$ cat src/rtl/ram_block_copy.sv
// RAM block copier: while granted the shared RAM, copies length words from srcBase to dstBase, then acknowledges.
// Optional running checksum of copied words when RAM_COPY_CHECKSUM_EN is defined; otherwise checksum is tied to 0.
module ram_block_copy #(
    parameter int ADDR_W = 11,
    parameter int DATA_W = 32
) (
    input  logic              CLOCK_50,
    input  logic              resetIn,
    input  logic              enable,
    output logic              acknowledge,
    input  logic [ADDR_W-1:0] srcBase,
    input  logic [ADDR_W-1:0] dstBase,
    input  logic [ADDR_W:0]   length,
    input  logic [DATA_W-1:0] dataRead,
    output logic [ADDR_W-1:0] address,
    output logic [DATA_W-1:0] dataWrite,
    output logic              writeEnableRam,
    output logic [DATA_W-1:0] checksum,
    output logic [2:0]        state_dbg
);

    // Handshake: enable is a level grant held until acknowledge is seen; acknowledge stays high
    // while enable stays high, and dropping enable at any point returns the block to IDLE.
    typedef enum logic [2:0] {
        S_IDLE  = 3'd0,
        S_READ  = 3'd1,
        S_LATCH = 3'd2,
        S_WRITE = 3'd3,
        S_DONE  = 3'd4
    } state_t;

    localparam logic [ADDR_W:0] IDX_ONE = {{ADDR_W{1'b0}}, 1'b1};

    state_t              state_q, state_d;
    logic [ADDR_W-1:0]   src_q, src_d;
    logic [ADDR_W-1:0]   dst_q, dst_d;
    logic [ADDR_W:0]     len_q, len_d;
    logic [ADDR_W:0]     idx_q, idx_d;
    logic [DATA_W-1:0]   word_q, word_d;
    logic                ack_q, ack_d;
    logic [ADDR_W:0]     idx_inc;
    logic                job_start;
    logic                word_written;

    assign idx_inc = idx_q + IDX_ONE;

    always_comb begin
        state_d      = state_q;
        src_d        = src_q;
        dst_d        = dst_q;
        len_d        = len_q;
        idx_d        = idx_q;
        word_d       = word_q;
        job_start    = 1'b0;
        word_written = 1'b0;
        case (state_q)
            S_IDLE: begin
                if (enable) begin
                    job_start = 1'b1;
                    src_d     = srcBase;
                    dst_d     = dstBase;
                    len_d     = length;
                    idx_d     = '0;
                    state_d   = (length == '0) ? S_DONE : S_READ;
                end
            end
            S_READ: begin
                state_d = enable ? S_LATCH : S_IDLE;
            end
            S_LATCH: begin
                if (enable) begin
                    word_d  = dataRead;
                    state_d = S_WRITE;
                end else begin
                    state_d = S_IDLE;
                end
            end
            S_WRITE: begin
                // The strobe for this word is already on the bus this cycle, so it counts as written.
                word_written = 1'b1;
                idx_d        = idx_inc;
                if (!enable) begin
                    state_d = S_IDLE;
                end else if (idx_inc == len_q) begin
                    state_d = S_DONE;
                end else begin
                    state_d = S_READ;
                end
            end
            S_DONE: begin
                if (!enable) begin
                    state_d = S_IDLE;
                end
            end
            default: begin
                state_d = S_IDLE;
            end
        endcase
        ack_d = (state_d == S_DONE);
    end

    always_ff @(posedge CLOCK_50 or negedge resetIn) begin
        if (!resetIn) begin
            state_q <= S_IDLE;
            src_q   <= '0;
            dst_q   <= '0;
            len_q   <= '0;
            idx_q   <= '0;
            word_q  <= '0;
            ack_q   <= 1'b0;
        end else begin
            state_q <= state_d;
            src_q   <= src_d;
            dst_q   <= dst_d;
            len_q   <= len_d;
            idx_q   <= idx_d;
            word_q  <= word_d;
            ack_q   <= ack_d;
        end
    end

`ifdef RAM_COPY_CHECKSUM_EN
    logic [DATA_W-1:0] sum_q, sum_d;

    always_comb begin
        sum_d = sum_q;
        if (job_start) begin
            sum_d = '0;
        end else if (word_written) begin
            sum_d = sum_q + word_q;
        end
    end

    always_ff @(posedge CLOCK_50 or negedge resetIn) begin
        if (!resetIn) begin
            sum_q <= '0;
        end else begin
            sum_q <= sum_d;
        end
    end

    assign checksum = sum_q;
`else
    logic unused_sum_ctl;
    assign unused_sum_ctl = job_start ^ word_written;
    assign checksum       = '0;
`endif

    // Bus outputs are decoded from state so the controller can mux them in the same cycle.
    always_comb begin
        address        = '0;
        dataWrite      = '0;
        writeEnableRam = 1'b0;
        case (state_q)
            S_READ: begin
                address = src_q + idx_q[ADDR_W-1:0];
            end
            S_WRITE: begin
                address        = dst_q + idx_q[ADDR_W-1:0];
                dataWrite      = word_q;
                writeEnableRam = 1'b1;
            end
            default: begin
                address        = '0;
                dataWrite      = '0;
                writeEnableRam = 1'b0;
            end
        endcase
    end

    assign acknowledge = ack_q;
    assign state_dbg   = state_q;

endmodule

$ cat config.mk
export PLATFORM = sky130hd
export DESIGN_NAME = ram_block_copy
export DESIGN_NICKNAME = d
export VERILOG_FILES = /design/src/rtl/ram_block_copy.sv
export SDC_FILE = /design/constraint.sdc
export NUM_CORES = 1
export LEC_CHECK = 0
export ABC_AREA = 1
export CORE_AREA = 2 2 99 101
export DETAILED_ROUTE_END_ITERATION = 8
export DIE_AREA = 0 0 101 103
export PLACE_DENSITY = 0.86
export SYNTH_ARGS = -nofsm -noshare
export SYNTH_HDL_FRONTEND = slang
export SYNTH_SLANG_ARGS = --single-unit
$ cat constraint.sdc
create_clock -name CLOCK_50 -period 5.63 [get_ports CLOCK_50]
set_clock_uncertainty 0.1 [all_clocks]
set_input_delay 1.126 -clock CLOCK_50 [delete_from_list [all_inputs] [get_ports CLOCK_50]]
set_output_delay 1.126 -clock CLOCK_50 [all_outputs]
set_load 0.05 [all_outputs]
# [Word-level counts from Yosys, hierarchy flattened]
# Cells that the tools add are included.
[totals] reg_bits=82 input_bits=69 output_inout_bits=80 wordCells=36
[classes] n_addsub=3 n_eq_ne=7 muxes=13 n_reduce_logical=6
[op_table] operator="$mux W32" count=1
[op_table] operator="$pmux W12 S2" count=1
[op_table] operator="$add A11 B11 Y11" count=2
[op_table] operator="$pmux W11 S2" count=1
[op_table] operator="$mux W3" count=5
[op_table] operator="$pmux W3 S5" count=1
[op_table] operator="$add A12 B1 Y12 const B" count=1
[op_table] operator="$eq A12 B12 Y1" count=1
[op_table] operator="$logic_not A12 Y1" count=1
[op_table] operator="$mux W12" count=1
[op_table] operator="$eq A3 B2 Y1 const B" count=2
[op_table] operator="$eq A3 B3 Y1 const B" count=2
[op_table] operator="$reduce_and A2 Y1" count=3
[op_table] operator="$mux W2" count=2
[op_table] operator="$eq A3 B1 Y1 const B" count=1
[op_table] operator="$logic_not A3 Y1" count=1
[op_table] operator="$ne A2 B2 Y1 const B" count=1
[op_table] operator="$reduce_bool A2 Y1" count=1
[op_table] operator="$mux W1" count=1

# [Logic depth before layout (Yosys ltp)]
[logic_depth] ltp_word=6 depth_mapped=15 mapped_depth_nobuf=14

# [Worst setup path after synthesis]
# No wires, ideal clock.
[synth_path] path_type="flip-flop to output port" from="register state_q[0] (netlist: state_dbg[0])" to="output port address[8]" t_arrival_ns=3.712 required_time_ns=4.404 setup_slack_ns=0.692 stages_incl_launch_ff=16 n_path_buf=1 cell_sequence="dfrtp_1 -> nand2_1 -> inv_2 -> nand2_2 -> inv_1 -> clkbuf_1 -> nand2_1 -> nand2_1 -> ha_1 -> inv_1 -> fa_1 -> inv_1 -> a21oi_1 -> o21bai_1 -> o21ai_0 -> a21oi_1"
[synth_via] elab_chain_cells=2 elab_cells_between_ends=3 cone_classes="eq/ne (2); mux (1)"
[synth_rtl] element="start, declared" line_no="34" source="state_t state_q, state_d;"
[synth_rtl] element="start signal, assigned" line_no="112" source="state_q <= state_d;"
[synth_rtl] element="$eq A3 B2 Y1 / $eq A3 B1 Y1 (equally long branches)" line_no="154" source="case (state_q)"
[synth_rtl] element="$pmux W11 S2 *" line_no="154"
[synth_rtl] element="end, declared" line_no="15" source="output logic [ADDR_W-1:0] address,"
# Every way passes the cells marked *; elsewhere a longest branch is shown, timed or not.

# [Worst setup path in the final report]
[layout_path] from="register state_q[1] (netlist: state_dbg[1])" to="output port address[8]"
# The elaborated chain is that of the path after synthesis.

==> results.py <==
metrics = {
    "finish": {
        "area.sequential_mm2": 0.00205,
        "design.final.nets": 830,
        "post_route_cells_drive_above_1_share_pct": 4.92,
        "flow.area_growth_from_synthesis_pct": 28.0,
        "antennaDiodeCount": 0,
        "multi_input_area_mm2": 0.00213,
        "layout_commonest_cell": "sky130_fd_sc_hd__nand2_1",
        "fillCellCount": 831,
        "final_util_pct": 63.1,
        "most-common-layout-cells": "sky130_fd_sc_hd__nand2_1, sky130_fd_sc_hd__clkdlybuf4s50_1, sky130_fd_sc_hd__nor2_1",
        "final_cell_area_mm2": 0.00597,
    },
    "global_routing": {
        "grt_util_met1_pct": 29.0,
        "grt_met3_use_pct": 3.53,
        "grt_util_all_layers_pct": 22.5,
        "grt_remaining_overflow": 0,
        "first_global_vias": 3998,
        "first_pass_grt_wire_length_mm": 18.2,
        "met2_capacity_usage_during_global_routing_pct": 38.5,
        "grt_max_degree": 83,
        "grt.busiest_layer": "met2",
        "antenna_violations_before_repair": 0,
    },
    "power": {
        "p_int_mw": 1.44,
        "vdd.ir_drop.worst_v": 0.000267,
        "p_leak_nw": 3.00,
        "clock_power_share_pct": 13.7,
        "power.switching_fraction_pct": 46.6,
        "seqPwrFrac_pct": 34.8,
        "power.density_cell_area_mw_per_mm2": 450,
        "switchingPower_mw": 1.25,
        "p_comb_share_pct": 51.5,
        "power_mw": 2.69,
    },
    "clocking": {
        "clock_sink_count": 82,
        "clock-root-buffer": "sky130_fd_sc_hd__clkbuf_8",
        "cts_buffer_depth": 2,
        "cts_made_buffers": 9,
        "cts.clk_slew.worst_paths_ns": 0.08,
        "cts_hold_buf": 0,
        "clk_latency_ns": 0.35,
        "cts-htree-levels": 3,
        "tritoncts_clock_tree": "yes",
    },
    "worst_hold_path": {
        "min_from": "src_q[10]",
        "hold-path-endpoint": "src_q[10]",
        "worst_hold_path_type": "flop to flop",
        "min_path_cells": 2,
    },
    "synthesis": {
        "synth-seq-cells": 82,
        "mappedNetlistArea_mm2": 0.00467,
        "netlist-cell-type-count": 33,
        "synth_seq_area_share_pct": 44.0,
        "synthesis.yosys.warnings": 0,
        "synth_cells": 638,
        "syn_avg_cell_area_um2": 7.31,
    },
    "critical_path": {
        "setup.worst_path.start_class": "flop",
        "critical_path_required_ns": 4.40,
        "kind_of_end_point_of_the_critical_path": "primary output",
        "worst_r2r_path_depth": 6,
        "criticalPathCategory": "flop to primary output",
        "reg2reg_from": "state_dbg[2]",
        "worst-path-max-fanout": 27,
        "reg2reg_slack_ns": 3.05,
        "r2r_end": "state_dbg[0]",
        "cp.arrival_ns": 3.87,
    },
    "placement": {
        "gp_congestion": 0.877,
        "dpl-instance-area_mm2": 0.00578,
        "port_buffers": 116,
        "hpwl_detailed_mm": 8.73,
    },
    "die": {
        "die_width_um": 101,
        "boundaryPins": 149,
        "start_util_pct": 49.3,
        "dieHeight_um": 103,
        "floorplan_die_area_mm2": 0.0104,
        "row_count": 36,
        "design.core.area_mm2": 0.00946,
    },
    "timing": {
        "slew_margin_rel_pct": 24.6,
        "slew_violations": 0,
        "fin_worst_hold_slack_ns": 0.379,
        "fmax_mhz": 196,
        "finalWorstPathRequiredPeriod_ns": 5.10,
        "report.final.hold_viol_count": 0,
        "worstMarginPinSlew_ns": 1.13,
        "period_share_pct": 90.6,
        "grt_setup_unrepaired": "false",
        "final-setup-viol-count": 0,
        "setup_total_negative_slack_ns": 0,
    },
    "drt": {
        "num_vias": 4333,
        "first_drt_iteration_drcs": 218,
        "wire_per_inst_um": 13.4,
        "routed_wl_mm": 11.6,
        "post_drt_via_cell_ratio": 5.00,
        "detail_route.drc_violations": 0,
        "post_detailed_route_count_of_antenna_violating_nets": 0,
        "detailedRoute.firstPassIterationCount": 4,
    },
    "run": {
        "max_cap_viol_count": 0,
    },
    "outcome": {
        "run_status": "completed",
    },
}
## layout make-up
| cell class | instances | share of cell area (%) |
|---|---|---|
| Clock buffer | 11 | 2.37 |
| Clock inverter | 3 | 0.293 |
| Inverter | 76 | 4.84 |
| Multi-Input combinational cell | 459 | 35.7 |
| Sequential cell | 82 | 34.4 |
| Tap cell | 114 | 2.39 |
| Timing Repair Buffer | 121 | 20.0 |
## cell usage after synthesis
cell type	count	area, µm²
sky130_fd_sc_hd__o21ai_0	26	130
sky130_fd_sc_hd__xnor2_1	2	17.5
sky130_fd_sc_hd__o22ai_1	7	43.8
sky130_fd_sc_hd__nor3_1	2	10.0
sky130_fd_sc_hd__nand3_1	33	165
sky130_fd_sc_hd__inv_1	72	270
sky130_fd_sc_hd__ha_1	11	138
sky130_fd_sc_hd__nand3b_1	3	22.5
sky130_fd_sc_hd__o21bai_1	3	22.5
sky130_fd_sc_hd__nor2_4	2	22.5
sky130_fd_sc_hd__nand2_2	5	31.3
sky130_fd_sc_hd__nor2_2	3	18.8
sky130_fd_sc_hd__nand2_1	175	657
sky130_fd_sc_hd__clkbuf_1	10	37.5
sky130_fd_sc_hd__nor2_1	92	345
sky130_fd_sc_hd__a21o_1	1	7.51
sky130_fd_sc_hd__o211ai_1	1	7.51
sky130_fd_sc_hd__nor3_4	1	16.3
sky130_fd_sc_hd__conb_1	1	3.75
sky130_fd_sc_hd__a21oi_1	44	220
sky130_fd_sc_hd__nand3_2	1	10.0
sky130_fd_sc_hd__buf_1	5	18.8
sky130_fd_sc_hd__xor2_1	4	35.0
sky130_fd_sc_hd__dfrtp_1	82	2050
sky130_fd_sc_hd__o21ai_1	1	5.00
sky130_fd_sc_hd__o21a_1	1	7.51
sky130_fd_sc_hd__nor4_1	1	6.26
sky130_fd_sc_hd__nand4_1	6	37.5
sky130_fd_sc_hd__buf_2	5	25.0
sky130_fd_sc_hd__inv_2	4	15.0
sky130_fd_sc_hd__fa_1	1	20.0
sky130_fd_sc_hd__or2_0	1	6.26
sky130_fd_sc_hd__buf_4	32	240
## power by group through the flow
stage	Combinational, mW	Sequential [mW]	Clock [mW]
2_1_floorplan	0.978	0.929	0
6_report	1.39	0.935	0.368
4_1_cts	1.38	0.932	0.379
3_3_place_gp	1.34	0.936	0
3_5_place_dp	1.38	0.943	0
5_1_grt	1.52	0.959	0.405
## registers in the layout, indices dropped and copies added, names as in the netlist
| signal | count |
|---|---|
| acknowledge | 1 |
| dst_q | 11 |
| idx_q | 12 |
| len_q | 12 |
| src_q | 11 |
| state_dbg | 3 |
| word_q | 32 |
## worst max-delay path: stages, from the launching register on
cell and delay [ns]:
sky130_fd_sc_hd__dfrtp_1 0.42, sky130_fd_sc_hd__nand2_1 0.11, sky130_fd_sc_hd__inv_2 0.06, sky130_fd_sc_hd__nand2_4 0.23, sky130_fd_sc_hd__buf_4 0.37, sky130_fd_sc_hd__nand2_1 0.09
sky130_fd_sc_hd__nand2_1 0.08, sky130_fd_sc_hd__ha_1 0.18, sky130_fd_sc_hd__inv_1 0.07, sky130_fd_sc_hd__fa_1 0.42, sky130_fd_sc_hd__inv_1 0.10, sky130_fd_sc_hd__a21oi_1 0.10
sky130_fd_sc_hd__o21bai_1 0.22, sky130_fd_sc_hd__o21ai_0 0.10, sky130_fd_sc_hd__a21oi_1 0.14, sky130_fd_sc_hd__clkdlybuf4s50_1 0.81
## kinds of logic after synthesis
logic type                 count (synthesis)  synth area share, %
buffers and inverters                    128                 13.0
other                                      1               0.0804
and+or+nand+nor                          325                 28.9
DFF                                       82                 44.0
xor gates and xnor gates                   6                 1.13
AOI/OAI and AO/OA                         84                 9.52
adders and majority gates                 12                 3.38
## worst max path at each step
stage	startpoint	endpoint	slack (ns)
after detailed placement	state_dbg[1]	address[8]	0.71
after global routing	state_dbg[1]	address[8]	0.18
after global placement	state_dbg[1]	address[8]	0.85
after CTS	state_dbg[1]	address[8]	0.31
final	state_dbg[1]	address[8]	0.53
after floorplan	state_dbg[0]	address[8]	0.69
## layer usage
metal | up-vias | routed length, µm | part of all wire (%)
li1 | 2151 | - | -
met1 | 2044 | 4950 | 43
met2 | 120 | 5890 | 51
met5 | - | 0 | 0
met3 | 18 | 526 | 4.5
met4 | 0 | 255 | 2.2
## metrics by stage
stage / cells / setup slack (ns)
after global placement: 849 / 0.854
after global routing: 866 / 0.183
after CTS: 863 / 0.313
final: 866 / 0.529
after detailed placement: 849 / 0.714
after floorplan: 669 / 0.692
## what timing repair did
| action | CTS | global route |
|---|---|---|
| buffers inserted | 0 | 3 |
| gates resized for setup | 0 | 2 |
| endpoints found under the setup margin | 0 | 1 |
Power figures use the tool's default switching activity.
